<file path="config.mk">
export PLATFORM = sky130hd
export DESIGN_NAME = mem_tg_run_sched
export DESIGN_NICKNAME = d
export VERILOG_FILES = /design/src/rtl/mem_tg_run_sched.sv
export SDC_FILE = /design/constraint.sdc
export NUM_CORES = 1
export LEC_CHECK = 0
export ABC_AREA = 0
export CAP_MARGIN = 20
export CORE_MARGIN = 8
export CORE_UTILIZATION = 54
export DETAILED_ROUTE_END_ITERATION = 10
export PLACE_DENSITY = 0.75
export SLEW_MARGIN = 5
export SYNTH_ARGS = -nofsm -noshare
export SYNTH_HDL_FRONTEND = slang
export SYNTH_SLANG_ARGS = --single-unit
</file>
<file path="constraint.sdc">
create_clock -name clk -period 4.8 [get_ports clk]
set_clock_uncertainty 0.15 [all_clocks]
set_input_delay 0.96 -clock clk [delete_from_list [all_inputs] [get_ports clk]]
set_output_delay 0.96 -clock clk [all_outputs]
set_load 0.005 [all_outputs]
</file>
<file path="src/rtl/mem_tg_run_sched.sv">
// mem_tg_run_sched: run scheduler for the memory traffic-generator array.
// Issues one-cycle start pulses to the masked channels and keeps at most
// MAX_ACTIVE of them in flight. A channel finishes on a rising edge of its
// pass/fail/timeout status or when its watchdog runs out. Aggregate run
// status is reported back to the CSR block.
module mem_tg_run_sched #(
    parameter int NUM_TG     = 4,
    parameter int MAX_ACTIVE = 2,
    parameter int TIMEOUT_W  = 32,
    localparam int CNT_W     = $clog2(NUM_TG + 1)
) (
    input  logic                 clk,
    input  logic                 rst,
    input  logic                 run_start,
    input  logic [NUM_TG-1:0]    run_mask,
    input  logic [TIMEOUT_W-1:0] run_timeout,
    input  logic                 abort,
    input  logic [NUM_TG-1:0]    tg_pass,
    input  logic [NUM_TG-1:0]    tg_fail,
    input  logic [NUM_TG-1:0]    tg_timeout,
    output logic [NUM_TG-1:0]    tg_start,
    output logic                 busy,
    output logic                 done,
    output logic                 run_pass,
    output logic [NUM_TG-1:0]    ch_done,
    output logic [NUM_TG-1:0]    ch_fail,
    output logic [NUM_TG-1:0]    ch_hung,
    output logic                 aborted,
    output logic [CNT_W-1:0]     active_cnt
);

    typedef enum logic [1:0] {IDLE, RUN, FINISH} state_t;

    state_t               state, state_next;
    logic [NUM_TG-1:0]    mask_r, pending, running;
    logic [TIMEOUT_W-1:0] timeout_r;
    logic [TIMEOUT_W-1:0] watchdog [NUM_TG];
    logic [NUM_TG-1:0]    pass_q, fail_q, tmo_q;

    logic [NUM_TG-1:0]    rise_pass, rise_bad, st_end, wd_end, end_vec;
    logic [NUM_TG-1:0]    run_left, pend_view, issue;
    logic                 load_run, do_abort, enter_finish, may_issue;
    logic [TIMEOUT_W-1:0] issue_timeout;

    function automatic logic [CNT_W-1:0] popcount(input logic [NUM_TG-1:0] v);
        logic [CNT_W-1:0] n;
        n = '0;
        for (int i = 0; i < NUM_TG; i++) n = n + CNT_W'(v[i]);
        return n;
    endfunction

    // Status edges are taken against last cycle's sampled levels, so a level
    // already high when a channel starts never counts as a completion.
    assign rise_pass  = tg_pass & ~pass_q;
    assign rise_bad   = (tg_fail & ~fail_q) | (tg_timeout & ~tmo_q);

    assign busy       = (state != IDLE);
    assign done       = (state == FINISH);
    assign active_cnt = popcount(running);

    // State register.
    always_ff @(posedge clk) begin
        if (rst) state <= IDLE;
        else     state <= state_next;
    end

    // Next state plus per-cycle control: run acceptance, abort, completion capture.
    always_comb begin
        state_next   = state;
        load_run     = 1'b0;
        do_abort     = 1'b0;
        enter_finish = 1'b0;
        may_issue    = 1'b0;
        st_end       = '0;
        wd_end       = '0;
        case (state)
            IDLE: begin
                if (run_start) begin
                    load_run   = 1'b1;
                    may_issue  = 1'b1;
                    state_next = RUN;
                end
            end
            RUN: begin
                if (pending == '0 && running == '0) begin
                    enter_finish = 1'b1;
                    state_next   = FINISH;
                end else if (abort) begin
                    do_abort = 1'b1;
                end else begin
                    may_issue = 1'b1;
                    st_end    = running & ~tg_start & (rise_pass | rise_bad);
                    for (int i = 0; i < NUM_TG; i++) begin
                        wd_end[i] = (timeout_r != '0) && running[i] &&
                                    (watchdog[i] == TIMEOUT_W'(1)) && !st_end[i];
                    end
                end
            end
            FINISH: state_next = IDLE;
            default: state_next = IDLE;
        endcase
    end

    // Pick the lowest pending channel when a slot is free, counting slots freed this cycle.
    always_comb begin
        end_vec       = st_end | wd_end;
        run_left      = running & ~end_vec;
        pend_view     = load_run ? run_mask : pending;
        issue_timeout = load_run ? run_timeout : timeout_r;
        issue         = '0;
        if (may_issue && (popcount(run_left) < CNT_W'(MAX_ACTIVE))) begin
            for (int i = NUM_TG - 1; i >= 0; i--) begin
                if (pend_view[i]) begin
                    issue    = '0;
                    issue[i] = 1'b1;
                end
            end
        end
    end

    // Run bookkeeping: pending/running sets, channel results, watchdogs, status history.
    always_ff @(posedge clk) begin
        if (rst) begin
            pass_q    <= '0;
            fail_q    <= '0;
            tmo_q     <= '0;
            tg_start  <= '0;
            mask_r    <= '0;
            timeout_r <= '0;
            pending   <= '0;
            running   <= '0;
            ch_done   <= '0;
            ch_fail   <= '0;
            ch_hung   <= '0;
            aborted   <= 1'b0;
            run_pass  <= 1'b0;
            for (int i = 0; i < NUM_TG; i++) watchdog[i] <= '0;
        end else begin
            pass_q   <= tg_pass;
            fail_q   <= tg_fail;
            tmo_q    <= tg_timeout;
            tg_start <= issue;
            if (load_run) begin
                mask_r    <= run_mask;
                timeout_r <= run_timeout;
                pending   <= run_mask & ~issue;
                running   <= issue;
                ch_done   <= '0;
                ch_fail   <= '0;
                ch_hung   <= '0;
                aborted   <= 1'b0;
                run_pass  <= 1'b0;
            end else if (do_abort) begin
                pending <= '0;
                running <= '0;
                aborted <= 1'b1;
            end else begin
                pending <= pending & ~issue;
                running <= run_left | issue;
                ch_done <= ch_done | end_vec;
                ch_fail <= ch_fail | (st_end & rise_bad);
                ch_hung <= ch_hung | wd_end;
            end
            if (enter_finish) begin
                run_pass <= (ch_done == mask_r) && (mask_r != '0) &&
                            (ch_fail == '0) && (ch_hung == '0);
            end
            for (int i = 0; i < NUM_TG; i++) begin
                if (issue[i]) begin
                    watchdog[i] <= issue_timeout;
                end else if (running[i] && (timeout_r != '0) && (watchdog[i] != '0)) begin
                    watchdog[i] <= watchdog[i] - TIMEOUT_W'(1);
                end
            end
        end
    end

endmodule

</file>
Yosys cells after proc, flatten, opt, wreduce, memory -nomap -nowiden
Memory sizes are Yosys's and may differ from the RTL's.
Cells that the tools add are included.
{"block": "totals", "regBits": 76, "ramBits": 128, "in_bits": 52, "out_inout_bits": 23, "wordCells": 175, "n_memories": 1}
{"memory": "watchdog", "words": 4, "width": 32, "rd": 4, "rd_clocked_by_memory_dff": 0, "wr": 4, "line_no": "37", "source": "logic [TIMEOUT_W-1:0] watchdog [NUM_TG];"}
{"block": "op_classes", "addsub": 10, "magnitude_cmp": 1, "n_eq_ne": 9, "muxes": 70, "bitwise_logic": 30, "n_reduce_logical": 40}
{"op": "2-to-1 mux 32 bit", "count": 9}
{"op": "nonzero test 32 bit", "count": 5}
{"op": "equality test 32 x 1 -> 1 bit, second input constant", "count": 4}
{"op": "subtractor 32 x 1 -> 32 bit, second input constant", "count": 4}
{"op": "2-to-1 mux 4 bit", "count": 16}
{"op": "2-to-1 mux 1 bit", "count": 41}
{"op": "AND 4 bit", "count": 9}
{"op": "bitwise OR 4 bit", "count": 7}
{"op": "inverter 4 bit", "count": 6}
{"op": "logical AND 1 bit", "count": 21}
{"op": "zero test 4 bit", "count": 4}
{"op": "bitwise OR 1 bit", "count": 8}
{"op": "adder 2 x 1 -> 3 bit", "count": 2}
{"op": "adder 3 x 1 -> 3 bit", "count": 2}
{"op": "adder 1 x 1 -> 2 bit", "count": 2}
{"op": "equality test 4 bit", "count": 1}
{"op": "zero test 1 bit", "count": 4}
{"op": "2-to-1 mux 2 bit", "count": 2}
{"op": "inequality test 2 bit, second input constant", "count": 2}
{"op": "one-hot mux 2 bit (2 select lines)", "count": 1}
{"op": "nonzero test 2 bit", "count": 2}
{"op": "nonzero test 4 bit", "count": 1}
{"op": "< comparator 3 x 2 -> 1 bit, second input constant", "count": 1}
{"op": "equality test 2 x 1 -> 1 bit, second input constant", "count": 1}
{"op": "other kinds (5)", "count": 5}

Logic depth before layout (Yosys ltp)
{"block": "logic_depth", "word_depth": 24, "mapped_depth": 15, "mapped_depth_nobuf": 13}

Worst setup path after synthesis
No wires, ideal clock.
{"block": "synth_timing", "kind": "in2reg", "from": "input port abort", "to": "memory watchdog[0][0], enable pin", "setup_ps": 479, "t_arrival_ps": 4121, "required_time_ps": 4171, "path_slack_ps": 50, "cell_stages": 13, "n_path_buf": 2, "path_cell_list": "nor3b_1 -> o21ai_1 -> a21oi_1 -> nand2b_1 -> and3_1 -> fa_1 -> nand2_1 -> a21o_1 -> a31o_2 -> buf_2 -> a21oi_1 -> buf_2 -> nand2_1"}
{"element": "from (decl)", "line_no": "17", "source": "input logic abort,"}
{"element": "to (decl)", "line_no": "37"}

==> results.toml <==
[status]
status = "completed"

[synthesis]
ys_ff_latch = 204
synth_cell_type_count = 64
syn_nets = 1169
synth_area_um2 = 11000
synth_top_area_share_pct = 34.9
synth_edf_count = 128
ys_seq_area_share_pct = 48.7
synth_area_per_cell_um2 = 10.0
syn_inst = 1100
synth-main-ff-cell = "edfxtp_1"
yosysTopAreaCell = "edfxtp_1"
synth-async-reset-ratio_pct = 0
yosys-top-cells-area = "edfxtp_1, dfxtp_1, xor2_1, nor2_1, o22ai_1"
yosys_warnings = 0

[placement]
gp_congestion = 0.884
io_buffers = 74
hpwl_mm = 21.8

[sta]
tightest_slew_ns = 0.922
rsz0062_at_grt = "no"
min_period_ns = 4.54
drv_slew = 0
fmax_mhz = 220
hold_viol = 0
slew_headroom_pct = 36.8
fin_setup_tns_ns = 0
setup_violations = 0
min_period_over_period_pct = 94.5

[floorplan]
die_h_um = 159
rows = 52
start_util_pct = 54.7
core_area_um2 = 20200
fp.dieW_um = 159
boundaryPins = 75
die_area_um2 = 25200

[cts]
cts.hold.buffers_added = 0
clock_sinks = 204
cts_setup_buffers = 0
ctsHtreeMaxLevel = 1
clk_latency_ns = 0.51
cts_root_buf = "clkbuf_16"
clk_pin_slew_ns = 0.06
cts_inserted_buffers = 23
cts_resized = 0
cts_tree = "done"
max-clock-path-buffers = 3

[final_layout]
multi_input_area_um2 = 5310
drive_above_1_share_pct = 8.10
diodes = 0
seqCellArea_um2 = 5370
fillers = 1662
nets = 1250
syn2layout_area_growth_pct = 17.3

[global_routing]
antenna_found_initial = 0
grt-ovfl-total = 0
grt_first_pass_wirelength_mm = 49.2
grt_use_met2_pct = 36.6
gr-usage-all-layers_pct = 23.6
top_usage_layer = "met2"
grt_pass1_vias = 8916
grt_max_degree = 48
use_met1_pct = 32.7
use_met3_pct = 3.57

[power_and_ir_drop]
power.density_nw_per_um2 = 352
p_leak_nw = 4.85
power.total_mw = 4.54
irDropWorstVdd_mv = 0.279

[critical_path]
cp.required_ns = 4.86
r2r_cells = 13
cp_max_fo = 32
start_kind = "flip-flop"
critPathArrivalTime_ns = 4.60
worstPathCellList = "or4_1, nor4_1, nand4_1, nand2b_1, and3_1, fa_1, nand2_1, a21o_1, a31oi_2, buf_4, nor3_1, or3_1, buf_4"
crit_type = "reg2reg"
slowest_stage = "or4_1"
crit_path_frequent_cell = "buf_4"
setup.worst_path.end_class = "flip-flop"
slowest_delay_ns = 0.63

[drt]
routedWlPerCell_um = 21.2
ant_nets = 0
drt_first_pass_iters = 5
drtIter0Drc = 965
drc = 0
vias = 9313
viasPerCell = 6.35
drt-total-wl_mm = 31.1

[hold_path]
hp-class = "reg2reg"
min_path_cells = 2

[flow_run]
cap_violations = 0
-- cell type report --
class	instances	share of cell area, %
Sequential cell	204	41.5
Inverter	28	0.813
Multi-Input combinational cell	809	41.1
Timing Repair Buffer	115	8.36
Clock inverter	7	0.435
Tap cell	270	2.61
Clock buffer	34	5.18
-- synth_stat cells (4+ instances only) --
cell type,instances
nor2_1,127
a21o_1,4
buf_2,14
o21ai_0,8
a221oi_1,30
nor2b_1,10
mux2i_1,34
ha_1,15
nand4_1,14
or2_2,5
nand2_1,90
a21oi_1,23
edfxtp_1,128
or3_1,15
xnor2_1,41
nor4_1,49
or4_1,21
nor3b_1,5
a31oi_1,6
o22ai_1,63
clkbuf_1,35
o21a_1,4
inv_1,28
nand2b_1,16
nand3b_1,4
and3_1,6
and2_1,5
a211oi_1,6
xor2_1,73
a22oi_1,31
dfxtp_1,76
buf_1,4
buf_6,5
nand3_1,13
nor3_1,46
-- cells by family (layout without fill, tap and decap cells) --
logic type | after synthesis | after routing | synth area share (%)
flops | 204 | 204 | 48.7
simple gates | 445 | 445 | 20.8
compound gates | 197 | 197 | 12.6
mux | 36 | 36 | 3.29
fa+ha+maj | 17 | 17 | 2.07
xor+xnor | 114 | 114 | 9.06
buf+inv | 87 | 184 | 3.47
-- cells in the final DEF, fill, tap and decap left out, types with 6 or more instances in the layout --
master           netlist  layout
nor2_1               127     127
and3_1                 6       6
buf_4                  0      38
nand2b_1              16      16
clkbuf_16              0      24
dfxtp_1               76      76
a22oi_1               31      31
a211oi_1               6       6
mux2i_1               34      34
nor3_1                46      45
xnor2_1               41      41
a221oi_1              30      30
nand3_1               13      13
nand2_1               90      90
clkbuf_1              35       6
xor2_1                73      73
or4_1                 21      21
or3_1                 15      15
nor2b_1               10      10
edfxtp_1             128     128
nand4_1               14      14
o22ai_1               63      63
o21ai_0                8       8
inv_1                 28      28
a31oi_1                6       6
clkdlybuf4s50_1        0      73
a21oi_1               23      22
ha_1                  15      15
nor4_1                49      49
-- metal layers --
layer	wire length, um	part of all wire (%)	vias to the layer above
li1	-	-	4289
met1	13700	44	4515
met2	14000	45	436
met3	2290	7.4	73
met4	1190	3.8	0
met5	0	0	-
-- stage by stage --
step / worst slack [ns] / utilization [%] / hold WS (ns) / cells / cell area (um^2)
detailed placement: 0.0403 / 60.5 / 0.331 / 1426 / 12200
finish: 0.264 / 64.1 / 0.342 / 1467 / 12900
global placement: 0.0600 / 60.5 / 0.308 / 1426 / 12200
global route: 0.176 / 64.1 / 0.359 / 1467 / 12900
CTS: 0.332 / 64.1 / 0.340 / 1467 / 12900
floorplan: 0.0501 / - / 0.298 / 1100 / 11000
-- state kept, by name, summed over array words and instances (netlist names) --
signal,cells
watchdog,128
timeout_r,32
ch_done,4
ch_fail,4
ch_hung,4
fail_q,4
mask_r,4
pass_q,4
pending,4
running,4
tg_start,4
tmo_q,4
state,2
aborted,1
run_pass,1
-- path summary, 6_finish.rpt --
kind / from / endpoint / slack [ns]
worst max-delay path: watchdog[1][28] / watchdog[3][4] / 0.26
worst min-delay path: ch_done[1] / ch_done[1] / 0.34
worst max register to register: watchdog[1][28] / watchdog[3][4] / 0.26
worst min register to register: ch_done[1] / ch_done[1] / 0.34
-- where the power goes --
group          total, mW  leakage (nW)  switching (mW)  internal, mW
Sequential          2.13          1.96           0.122          2.01
Combinational      0.700          2.53           0.433         0.267
Clock               1.71         0.359           0.699          1.01
-- worst max-delay path, delay by kind of cell, from the launching register on --
family / cells / cell delay (ns)
compound gates: 2 / 0.32
fa+ha+maj: 1 / 0.50
buf+inv: 2 / 0.47
flops: 1 / 0.46
simple gates: 8 / 2.31
Power figures use the tool's default switching activity.
